`config.mk`:
```
export PLATFORM = sky130hd
export DESIGN_NAME = dst_stream_reader_flat
export DESIGN_NICKNAME = d
export VERILOG_FILES = /design/src/rtl/dst_stream_reader_if.sv /design/src/rtl/dst_stream_reader.sv /design/src/flat_wrapper.sv
export SDC_FILE = /design/constraint.sdc
export NUM_CORES = 1
export LEC_CHECK = 0
export ABC_AREA = 1
export CAP_MARGIN = 25
export CORE_UTILIZATION = 53
export DETAILED_ROUTE_END_ITERATION = 8
export PLACE_DENSITY = 0.87
export SLEW_MARGIN = 20
export SYNTH_ARGS = -nofsm -noshare
export SYNTH_HDL_FRONTEND = slang
export SYNTH_SLANG_ARGS = --single-unit
```
`constraint.sdc`:
```
create_clock -name clk -period 7.41 [get_ports clk]
set_input_delay 1.8525 -clock clk [delete_from_list [all_inputs] [get_ports clk]]
set_output_delay 1.8525 -clock clk [all_outputs]
set_load 0.02 [all_outputs]
```
`src/rtl/dst_stream_reader_if.sv`:
```
// Port bundle for the destination-buffer stream reader: control, buffer read port
// and output stream.
interface dst_stream_reader_if #(
    parameter int AW = 11,
    parameter int DW = 64
);
    logic          start;
    logic [AW:0]   len;
    logic          busy;
    logic          done;
    logic          dst_v;
    logic [AW-1:0] dst_a;
    logic [DW-1:0] dst_d;
    logic [DW-1:0] m_data;
    logic          m_valid;
    logic          m_ready;
    logic          m_last;

    modport slave (
        input  start, len, dst_d, m_ready,
        output busy, done, dst_v, dst_a, m_data, m_valid, m_last
    );

    modport master (
        output start, len, dst_d, m_ready,
        input  busy, done, dst_v, dst_a, m_data, m_valid, m_last
    );
endinterface

```
`src/rtl/dst_stream_reader.sv`:
```
// Walks result-buffer addresses 0..len-1 through a 1-cycle-latency read port and
// re-times the words into a valid/ready stream with a last flag.
module dst_stream_reader #(
    parameter int AW = 11,
    parameter int DW = 64
) (
    input  logic            clk,
    input  logic            rst,
    dst_stream_reader_if.slave bus
);
    typedef enum logic [1:0] {ST_IDLE, ST_RUN, ST_DONE} state_t;

    localparam logic [AW:0] LEN_MAX = {1'b1, {AW{1'b0}}};
    localparam logic [AW:0] ONE_L   = {{AW{1'b0}}, 1'b1};
    localparam logic [AW:0] ZERO_L  = '0;

    state_t        r_state;
    state_t        w_state_next;
    logic [AW:0]   r_rem;
    logic [AW:0]   r_beats;
    logic [AW-1:0] r_addr;
    logic [AW-1:0] r_dst_a;
    logic          r_inflight;
    logic [1:0]    r_count;
    logic          r_wptr;
    logic          r_rptr;
    logic          r_zero_done;
    logic [DW-1:0] r_mem [2];

    logic [AW:0]   w_len_clip;
    logic          w_start;
    logic          w_go;
    logic          w_pop;
    logic          w_push;
    logic [2:0]    w_occ;
    logic [AW-1:0] w_addr_inc;
    logic          w_cross;
    logic          w_issue;
    logic          w_last_pop;

    assign w_len_clip = (bus.len > LEN_MAX) ? LEN_MAX : bus.len;
    assign w_start    = (r_state == ST_IDLE) && bus.start;
    assign w_go       = w_start && (w_len_clip != ZERO_L);
    assign w_pop      = (r_count != 2'd0) && bus.m_ready;
    assign w_push     = r_inflight;
    // Occupancy the FIFO will have once this cycle's pop and capture settle.
    assign w_occ      = {1'b0, r_count} + {2'b00, r_inflight} - {2'b00, w_pop};
    assign w_addr_inc = r_addr + {{(AW-1){1'b0}}, 1'b1};
    // While a word is being captured, dst_a must stay in that word's bank.
    assign w_cross    = r_inflight && (r_addr[AW-1] != r_dst_a[AW-1]);
    assign w_issue    = (r_state == ST_RUN) && (r_rem != ZERO_L) &&
                        (w_occ < 3'd2) && !w_cross;
    assign w_last_pop = w_pop && (r_beats == ONE_L);

    always_comb begin
        w_state_next = r_state;
        case (r_state)
            ST_IDLE: if (w_go)       w_state_next = ST_RUN;
            ST_RUN:  if (w_last_pop) w_state_next = ST_DONE;
            ST_DONE:                 w_state_next = ST_IDLE;
            default:                 w_state_next = ST_IDLE;
        endcase
    end

    always_ff @(posedge clk or posedge rst) begin
        if (rst) begin
            r_state     <= ST_IDLE;
            r_zero_done <= 1'b0;
        end else begin
            r_state     <= w_state_next;
            r_zero_done <= w_start && (w_len_clip == ZERO_L);
        end
    end

    always_ff @(posedge clk or posedge rst) begin
        if (rst) begin
            r_rem      <= '0;
            r_beats    <= '0;
            r_addr     <= '0;
            r_dst_a    <= '0;
            r_inflight <= 1'b0;
        end else begin
            r_inflight <= w_issue;
            if (w_go) begin
                r_rem   <= w_len_clip;
                r_beats <= w_len_clip;
                r_addr  <= '0;
                r_dst_a <= '0;
            end else begin
                if (w_pop)
                    r_beats <= r_beats - ONE_L;
                if (w_issue) begin
                    r_rem  <= r_rem - ONE_L;
                    r_addr <= w_addr_inc;
                    // Hold dst_a across a bank boundary until the capture is done.
                    if (w_addr_inc[AW-1] == r_addr[AW-1])
                        r_dst_a <= w_addr_inc;
                end else if ((r_state == ST_RUN) && (r_rem != ZERO_L)) begin
                    r_dst_a <= r_addr;
                end
            end
        end
    end

    always_ff @(posedge clk or posedge rst) begin
        if (rst) begin
            r_count <= 2'd0;
            r_wptr  <= 1'b0;
            r_rptr  <= 1'b0;
        end else begin
            if (w_push)
                r_wptr <= ~r_wptr;
            if (w_pop)
                r_rptr <= ~r_rptr;
            case ({w_push, w_pop})
                2'b10:   r_count <= r_count + 2'd1;
                2'b01:   r_count <= r_count - 2'd1;
                default: r_count <= r_count;
            endcase
        end
    end

    for (genvar gi = 0; gi < 2; gi++) begin : g_fifo
        always_ff @(posedge clk or posedge rst) begin
            if (rst)
                r_mem[gi] <= '0;
            else if (w_push && (r_wptr == 1'(gi)))
                r_mem[gi] <= bus.dst_d;
        end
    end

    assign bus.busy    = (r_state == ST_RUN);
    assign bus.done    = (r_state == ST_DONE) || r_zero_done;
    assign bus.dst_v   = w_issue;
    assign bus.dst_a   = r_dst_a;
    assign bus.m_valid = (r_count != 2'd0);
    assign bus.m_data  = r_mem[r_rptr];
    assign bus.m_last  = (r_count != 2'd0) && (r_beats == ONE_L);
endmodule

```
`src/flat_wrapper.sv`:
```
// flat-port wrapper written by rule: the top's interface ports become plain ports
module dst_stream_reader_flat 
#(
    parameter int AW = 11,
    parameter int DW = 64
)
  (clk, rst, bus_start, bus_len, bus_dst_d, bus_m_ready, bus_busy, bus_done, bus_dst_v, bus_dst_a, bus_m_data, bus_m_valid, bus_m_last);
  dst_stream_reader_if #(.AW(AW), .DW(DW)) bus_i ();
  input  logic clk;
  input  logic rst;
  input wire logic [$bits(bus_i.start)-1:0] bus_start;
  input wire logic [$bits(bus_i.len)-1:0] bus_len;
  input wire logic [$bits(bus_i.dst_d)-1:0] bus_dst_d;
  input wire logic [$bits(bus_i.m_ready)-1:0] bus_m_ready;
  output wire logic [$bits(bus_i.busy)-1:0] bus_busy;
  output wire logic [$bits(bus_i.done)-1:0] bus_done;
  output wire logic [$bits(bus_i.dst_v)-1:0] bus_dst_v;
  output wire logic [$bits(bus_i.dst_a)-1:0] bus_dst_a;
  output wire logic [$bits(bus_i.m_data)-1:0] bus_m_data;
  output wire logic [$bits(bus_i.m_valid)-1:0] bus_m_valid;
  output wire logic [$bits(bus_i.m_last)-1:0] bus_m_last;
  assign bus_i.start = bus_start;
  assign bus_i.len = bus_len;
  assign bus_i.dst_d = bus_dst_d;
  assign bus_i.m_ready = bus_m_ready;
  assign bus_busy = bus_i.busy;
  assign bus_done = bus_i.done;
  assign bus_dst_v = bus_i.dst_v;
  assign bus_dst_a = bus_i.dst_a;
  assign bus_m_data = bus_i.m_data;
  assign bus_m_valid = bus_i.m_valid;
  assign bus_m_last = bus_i.m_last;
  dst_stream_reader #(.AW(AW), .DW(DW)) u_core (.clk(clk), .rst(rst), .bus(bus_i));
endmodule
```
[Yosys cells after proc, flatten, opt, wreduce, memory -nomap -nowiden]
Cells that the tools add are included.
Word-level totals
  register bits: 182
  logic and storage cells: 78
  input bits: 80
  output and inout bits: 80
Operators by class
  muxes and demuxes: 18
  add/subtract/negate cells: 7
  magnitude comparators: 3
  bitwise operators: 3
  equal/unequal tests: 10
  reductions and logical operators: 25
Operator list (count)
  $mux W64: 3
  $mux W11: 6
  $mux W12: 5
  $reduce_bool A12 Y1: 2
  $sub A12 B1 Y12 const B: 2
  $eq A12 B1 Y1 const B: 1
  $gt A12 B12 Y1 const B: 1
  $logic_and A1 B1 Y1: 12
  $logic_not A12 Y1: 1
  $add A11 B1 Y11 const B: 1
  $pmux W2 S2: 2
  $reduce_bool A2 Y1: 4
  $eq A2 B1 Y1 const B: 2
  $eq A2 B2 Y1 const B: 2
  $mux W2: 2
  $ne A2 B1 Y1 const B: 2
  $reduce_and A2 Y1: 2
  $add A2 B1 Y3: 1
  $lt A3 B2 Y1 const B: 1
  $ne A3 B2 Y1 const B: 1
  $reduce_bool A3 Y1: 1
  $sub A3 B1 Y3: 1
  $add A2 B1 Y2 const B: 1
  $ge A2 B2 Y1 const B: 1
  other kinds (8): 9

[Logic depth before layout (Yosys ltp)]
Gate-level depths: netlist of the first run.
  word-level depth: 8
  gate-level depth with buffers: 20
  depth with buffers taken out: 19

[Least setup slack after synthesis of the first run]
Ideal clock, no wire load.
  path kind: in2out
  start point: in bus_m_ready
  end point: out bus_dst_v
  stages: 11
  data required time: 5.557 ns
  path buffers: 1
  setup slack: 2.109 ns
  arrival: 3.448 ns
  cells stage by stage: nand2_2 inv_1 nor2_1 or2_2 nand2_1 fa_1 nand3_1 nor2_2 nand3_4 inv_4 buf_6
On the way
  word-level cells in the longest chain between the ends: 5
RTL lines
  from (decl): line flat_wrapper.sv:14  | input wire logic [$bits(bus_i.m_ready)-1:0] bus_m_ready;
  $logic_and A1 B1 Y1: line dst_stream_reader.sv:44  | assign w_pop = (r_count != 2'd0) && bus.m_ready;
  $sub A3 B1 Y3: line dst_stream_reader.sv:47  | assign w_occ = {1'b0, r_count} + {2'b00, r_inflight} - {2'b00, w_pop};
  $lt A3 B2 Y1: line dst_stream_reader.sv:52  | (w_occ < 3'd2) && !w_cross;
  $logic_and A1 B1 Y1: line dst_stream_reader.sv:51  | assign w_issue = (r_state == ST_RUN) && (r_rem != ZERO_L) &&
  $logic_and A1 B1 Y1: line dst_stream_reader.sv:52
  to (decl): line flat_wrapper.sv:17  | output wire logic [$bits(bus_i.dst_v)-1:0] bus_dst_v;
Every way passes these cells.

[Worst setup path after layout of the first run]
Same ends and word-level chain as after synthesis.

==> results of run 1 <==
-- worst max-delay path: cells and delay by family --
| family | cells | cell delay, ns |
|---|---|---|
| buf+inv | 4 | 1.46 |
| simple gates | 7 | 1.06 |
| fa+ha+maj | 1 | 0.49 |
-- state kept, by name, summed over array words and instances, names as in the netlist --
| name | count |
|---|---|
| u_core.bus.dst_a | 11 |
| u_core.r_addr | 11 |
| u_core.r_beats | 12 |
| u_core.r_count | 2 |
| u_core.r_inflight | 1 |
| u_core.r_mem | 128 |
| u_core.r_rem | 12 |
| u_core.r_rptr | 1 |
| u_core.r_state | 2 |
| u_core.r_wptr | 1 |
| u_core.r_zero_done | 1 |
-- power by group through the flow --
stage / combinational, uW / clock [uW] / sequential (uW)
2_1_floorplan: 1810 / 0 / 1750
3_3_place_gp: 2700 / 0 / 1770
3_5_place_dp: 2770 / 0 / 1790
4_1_cts: 2790 / 860 / 1780
5_1_grt: 3090 / 900 / 1850
6_report: 2770 / 846 / 1790
-- cell type report --
| cell class | count | area [um2] | area share, % |
|---|---|---|---|
| Clock inverter | 15 | 120.1 | 1.081 |
| Multi-Input combinational cell | 812 | 3637 | 32.75 |
| Sequential cell | 182 | 4556 | 41.02 |
| Inverter | 119 | 454.2 | 4.089 |
| Timing Repair Buffer | 166 | 1644 | 14.80 |
| Tap cell | 216 | 270.3 | 2.433 |
| Clock buffer | 17 | 425.4 | 3.830 |
-- metal layers --
metal	global-route usage (%)	vias to the layer above	part of all wire [%]
li1	-	3872	-
met4	8.850	0	2.1
met5	0	-	0
met1	32.80	3640	44
met3	5.363	37	5.2
met2	42.45	237	49
-- cells in the final DEF, fill, tap and decap left out --
cell type | netlist | layout
nand4_1 | 4 | 4
clkinv_2 | 0 | 4
nor4_1 | 1 | 1
a21o_1 | 1 | 1
dfrtp_1 | 182 | 181
inv_4 | 1 | 1
nand3_4 | 1 | 1
a21oi_2 | 2 | 2
clkinv_4 | 0 | 1
nor3_1 | 6 | 6
nor2_2 | 2 | 2
nor2_4 | 2 | 2
clkbuf_16 | 0 | 17
o21bai_1 | 1 | 1
o21ai_0 | 133 | 133
clkdlybuf4s50_1 | 0 | 159
nand3_1 | 70 | 70
inv_8 | 0 | 3
buf_4 | 1 | 7
or2_4 | 0 | 1
fa_1 | 1 | 1
clkinvlp_4 | 0 | 3
inv_6 | 0 | 5
or2_2 | 3 | 2
ha_1 | 4 | 4
o21ai_2 | 1 | 1
o21a_1 | 1 | 1
inv_2 | 4 | 5
o21ai_1 | 2 | 2
dfrtp_2 | 0 | 1
a21oi_1 | 5 | 5
xnor2_1 | 5 | 5
nor2_1 | 47 | 47
xor2_1 | 18 | 18
inv_1 | 114 | 112
nand2_4 | 4 | 5
nand2_2 | 8 | 8
nand2_1 | 488 | 487
nor3_2 | 2 | 2
-- worst min path at each step --
stage | start | endpoint | slack [ns] | cells after the start
floorplan | u_core.r_state[1] | u_core.r_state[1] | 0.45 | 1
global placement | u_core.r_mem[40] | u_core.r_mem[40] | 0.46 | 2
detailed placement | u_core.r_state[1] | u_core.r_state[1] | 0.47 | 1
CTS | u_core.r_state[1] | u_core.r_state[1] | 0.48 | 1
global route | u_core.r_state[1] | u_core.r_state[1] | 0.50 | 1
finish | u_core.r_mem[123] | u_core.r_mem[123] | 0.49 | 2
-- stage by stage --
step           instance area (um2)  setup WS (ns)
2_1_floorplan                 8892         0.6138
3_3_place_gp                 10560         0.8020
3_5_place_dp                 10560         0.7596
4_1_cts                      11110         0.7154
5_1_grt                      11110         0.4977
6_report                     11110         0.6866
-- kinds of logic (layout without fill, tap and decap cells) --
family / Yosys count / after routing / synth area share (%)
flops: 182 / 182 / 51.22
xor+xnor: 23 / 23 / 2.265
fa+ha+maj: 5 / 5 / 0.7880
compound gates: 146 / 146 / 8.428
buf+inv: 174 / 317 / 7.992
simple gates: 638 / 638 / 29.31
==> run_results.csv, run 1 <==
group,metric,value,unit
synth,synth-seq-cells,182,
synth,synth_cells,1168,
routing,wl,20920,um
routing,routedWlPerCell,13.70,um
power,pwr-share-seq,33.1,%
place,gp_congestion,0.9145,
worst_setup_path,critPathKind,"in2out",
worst_setup_path,r2r_setup_slack,4.28,ns
clock_tree,clkTransAtPathRegs,0.07,ns
worst_setup_path,critical_path.max_stage_delay,0.65,ns
finish,final_nets,1383,
clock_tree,cts-buffers-inserted,17,
timing,fin_skew,0.009301,ns
clock_tree,cts_hold_buf,0,
synth,yosysTopAreaCellShare,51.22,%
power,totalPowerFinal,5407,uW
floorplan,rows,46,
global_routing,grt_usage,25.45,%
synth,ys_types,34,
synth,synthTopCellsByCount,"nand2_1, dfrtp_1, o21ai_0",
worst_setup_path,cp.required,5.56,ns
finish,n_antenna_cell,0,
routing,vias,7786,
finish,post-route-util,68.92,%
clock_tree,cts_resized,0,
synth,postSynth.asyncResetShare,100.0,%
synth,syn_nets,1253,
timing,relSlewSlack,48.08,%
clock_tree,clk_latency,0.43,ns
run,cap_viol_max_count,0,
global_routing,grt-ovfl-total,0,
clock_tree,postCtsSetupBuffers,0,
clock_tree,cts_buffer_depth,2,
routing,antenna_left,0,
min_path,hold_class,"reg2reg",
floorplan,die_h,131.5,um
worst_setup_path,cp_max_fo,17,
timing,min_period,6.723,ns
power,comb_power_share,51.3,%
synth,synth.avg_cell_area,7.613,um2
timing,final.setup.tns,0,ns
power,p_sw,2380,uW
floorplan,initial_core_util,55.18,%
worst_setup_path,crit_path_start_kind,"primary input",
place,hpwlAfterDp,13820,um
worst_setup_path,cp_common_cell,"clkdlybuf4s50_1",
timing,report.final.hold_viol_count,0,
timing,worstMarginPinSlew,0.7789,ns
routing,drcViolationCount,0,
global_routing,grt_pass1_wl,35420,um
synth,yosysSeqAreaShare,51.22,%
clock_tree,htree_levels,4,
timing,drv_slew,0,
worst_setup_path,endpoint,"bus_dst_v",
worst_setup_path,slowest_stage,"clkdlybuf4s50_1",
worst_setup_path,cp-end-kind,"output port",
global_routing,grt_pass1_vias,7371,
synth,syn-cell-area,8892,um2
clock_tree,root_buffer,"clkbuf_16",
timing,setup_viol,0,
timing,rsz0062_at_grt,"no",
routing,post_drt_via_cell_ratio,5.099,
place,port_buffers,159,
worst_setup_path,crit_chain,"clkdlybuf4s50_1, nand2_2, inv_1, nor2_1, or2_2, nand2_1, fa_1, nand3_1, nor2_2, nand3_4, inv_4, clkdlybuf4s50_1",
synth,yosysWarnings,0,
finish,fin_cells,1527,
timing,clock.fmax,148.7,MHz
power,powerDensity,486.8,nW/um2
timing,fin_crit_sh,90.73,%
synth,synth-edff-count,0,
worst_setup_path,rr_worst_depth,17,
finish,nFillCells,1289,
worst_setup_path,cp-startpoint,"bus_m_ready",
finish,drive_gt1_share,5.568,%
synth,yosys.area.top_type,"dfrtp_1",
place,post-place-cells,1495,
power,power_leakage,0.005800,uW
power,p_sw_share,44.02,%
routing,drt_iter0_drc,499,
worst_setup_path,cp.arrival,4.87,ns
routing,firstDrtPassIters,5,
finish,syn_to_final_growth,24.91,%
synth,synth_area_leaders,"dfrtp_1, nand2_1, o21ai_0",
run_status,status,"finished clean",
worst_setup_path,worstReg2RegStart,"u_core.r_count[1]",
floorplan,num_io_pins,160,
power,p_int,3026,uW
timing,holdWs,0.4855,ns
synth,synthFlopType,"dfrtp_1",
worst_setup_path,reg2reg_to,"u_core.bus.dst_a[7]",
synth,yosysMostFrequentCell,"nand2_1",
power,pwr-share-clk,15.7,%
global_routing,antenna_found_initial,0,
global_routing,grt_start_max_net_pins,87,
floorplan,core_area,16120,um2
power,vdd_drop_max,0.2430,mV
floorplan,dieArea,17300,um2
floorplan,die_w,131.5,um
clock_tree,cts_tree,"yes",
clock_tree,cts_sinks,182,
No activity file was read; power rests on OpenSTA's default activity.
==> run 2, diff against run 1 <==
==> constraint.sdc (replaced) <==
create_clock -name clk -period 7.41 [get_ports clk]
set_input_delay 1.482 -clock clk [delete_from_list [all_inputs] [get_ports clk]]
set_output_delay 1.482 -clock clk [all_outputs]
set_load 0.02 [all_outputs]
==> run_results.csv, run 2 (synthesized netlist as in run 1, its figures left out) <==
group,metric,value,unit
run_status,status,"finished clean",
finish,final_cell_mix,"nand2_1, dfrtp_1, clkdlybuf4s50_1, o21ai_0, inv_1",
run,cap_viol_max_count,0,
timing,fin_crit_sh,84.93,%
timing,drv_slew,0,
routing,drt_iter0_drc,682,
clock_tree,cts_hold_buf,0,
global_routing,grt-ovfl-total,0,
routing,drcViolationCount,0,
clock_tree,cts_sinks,182,
worst_setup_path,crit_path_start_kind,"primary input",
floorplan,num_io_pins,160,
routing,wl,21250,um
timing,min_period,6.293,ns
worst_setup_path,worstReg2RegStart,"u_core.r_count[1]",
timing,setup_viol,0,
power,power_leakage,0.005860,uW
timing,final.setup.tns,0,ns
timing,clock.fmax,158.9,MHz
finish,final_nets,1384,
floorplan,die_w,131.5,um
global_routing,grt_start_max_net_pins,106,
clock_tree,htree_levels,4,
place,hpwlAfterDp,13880,um
power,pwr-share-seq,32.5,%
clock_tree,cts_buffer_depth,2,
clock_tree,root_buffer,"clkbuf_16",
worst_setup_path,cp-end-kind,"output port",
clock_tree,cts-buffers-inserted,17,
floorplan,dieArea,17300,um2
clock_tree,clk_latency,0.42,ns
finish,largest_reg_flops,128,
worst_setup_path,cp-startpoint,"bus_m_ready",
finish,n_antenna_cell,0,
finish,syn_to_final_growth,26.30,%
floorplan,core_area,16120,um2
power,p_int,3131,uW
worst_setup_path,cp.required,5.93,ns
routing,firstDrtPassIters,5,
floorplan,die_h,131.5,um
timing,worstMarginPinSlew,0.7540,ns
global_routing,grt_pass1_vias,7389,
finish,final_common_cell,"nand2_1",
clock_tree,postCtsSetupBuffers,0,
routing,routedWlPerCell,13.90,um
global_routing,grt_usage,25.15,%
finish,drive_gt1_share,5.640,%
power,p_sw_share,43.26,%
power,pwr-share-clk,17.2,%
timing,relSlewSlack,49.73,%
finish,nFillCells,1272,
clock_tree,cts_tree,"yes",
finish,regMostFlops,"u_core.r_mem",
power,comb_power_share,50.4,%
floorplan,initial_core_util,55.18,%
worst_setup_path,cp_max_fo,25,
min_path,hold_class,"reg2reg",
power,totalPowerFinal,5518,uW
power,vdd_drop_max,0.2814,mV
global_routing,grt_pass1_wl,35120,um
clock_tree,clkTransAtPathRegs,0.06,ns
clock_tree,cts_resized,0,
routing,post_drt_via_cell_ratio,5.154,
timing,fin_skew,0.006011,ns
routing,antenna_left,0,
place,port_buffers,159,
power,p_sw,2387,uW
finish,fin_area,11230,um2
timing,report.final.hold_viol_count,0,
global_routing,antenna_found_initial,0,
routing,vias,7876,
worst_setup_path,critPathKind,"in2out",
power,powerDensity,491.3,nW/um2
worst_setup_path,cp.arrival,4.81,ns
min_path,worstHoldStart,"u_core.r_mem[123]",
timing,rsz0062_at_grt,"no",
place,place_area,10570,um2
finish,reg_top3,"u_core.r_mem (128), u_core.r_beats (12), u_core.r_rem (12)",
floorplan,rows,46,
place,gp_congestion,0.9320,
run 2: cell count changes in the layout (fill, tap and decap cells not counted), moves of 2 or more:
cell        change
clkinv_2        -2
buf_12          +2
bufinv_16       +3
clkinvlp_4      -2
buf_4           -2
run 2: routing by layer:
| metal | up-vias | wire (um) | GRT usage (%) |
|---|---|---|---|
| li1 | 3881 | - | - |
| met1 | 3704 | 9337 | 33.32 |
| met2 | 247 | 10350 | 41.15 |
| met3 | 44 | 1007 | 4.205 |
| met4 | 0 | 548 | 10.08 |
| met5 | - | 0 | 0 |
run 2: path summary, 6_finish.rpt:
| path | to | slack (ns) | depth (start not counted) |
|---|---|---|---|
| max | bus_dst_v | 1.12 | 12 |
| min | u_core.r_mem[123] | 0.49 | 2 |
| max reg2reg | u_core.bus.dst_a[8] | 4.03 | 17 |
| min reg2reg | u_core.r_mem[123] | 0.49 | 2 |
| max in group asynchronous | u_core.r_rptr | 4.94 | 4 |
| min in group asynchronous | u_core.r_mem[53] | 1.40 | 2 |
run 2: worst max-delay path, cell delays in order:
cell	delay (ns)
clkdlybuf4s50_1	0.44
nand2_2	0.29
inv_1	0.19
nor2_1	0.15
or2_2	0.16
nand2_1	0.07
fa_1	0.49
nand3_1	0.10
nor2_2	0.19
nand3_4	0.30
inv_4	0.29
clkdlybuf4s50_1	0.65
run 2: power groups by stage:
stage | clock network, uW | registers, uW | logic (uW)
floorplan | 0 | 1750 | 1810
global route | 1000 | 1850 | 3100
detailed placement | 0 | 1790 | 2770
finish | 946 | 1790 | 2780
CTS | 962 | 1780 | 2790
global placement | 0 | 1770 | 2690
run 2: per-stage QoR:
stage	util [%]	hold WS (ns)	setup slack (ns)	cells
after detailed placement	65.57	0.4721	1.196	1494
final	69.69	0.4856	1.117	1528
after CTS	69.39	0.4896	1.142	1526
after global placement	65.44	0.4646	1.259	1493
after global routing	69.69	0.4991	0.9251	1528
after floorplan	-	0.4493	0.9843	1168
run 2: cell type report:
type	count	area [um2]	area share [%]
sequential	182	4556	40.56
inverter	119	454.2	4.044
multi-input combinational	812	3637	32.39
clock inverter	15	191.4	1.705
tap	216	270.3	2.406
clock buffer	17	425.4	3.788
timing repair buffer	167	1697	15.11
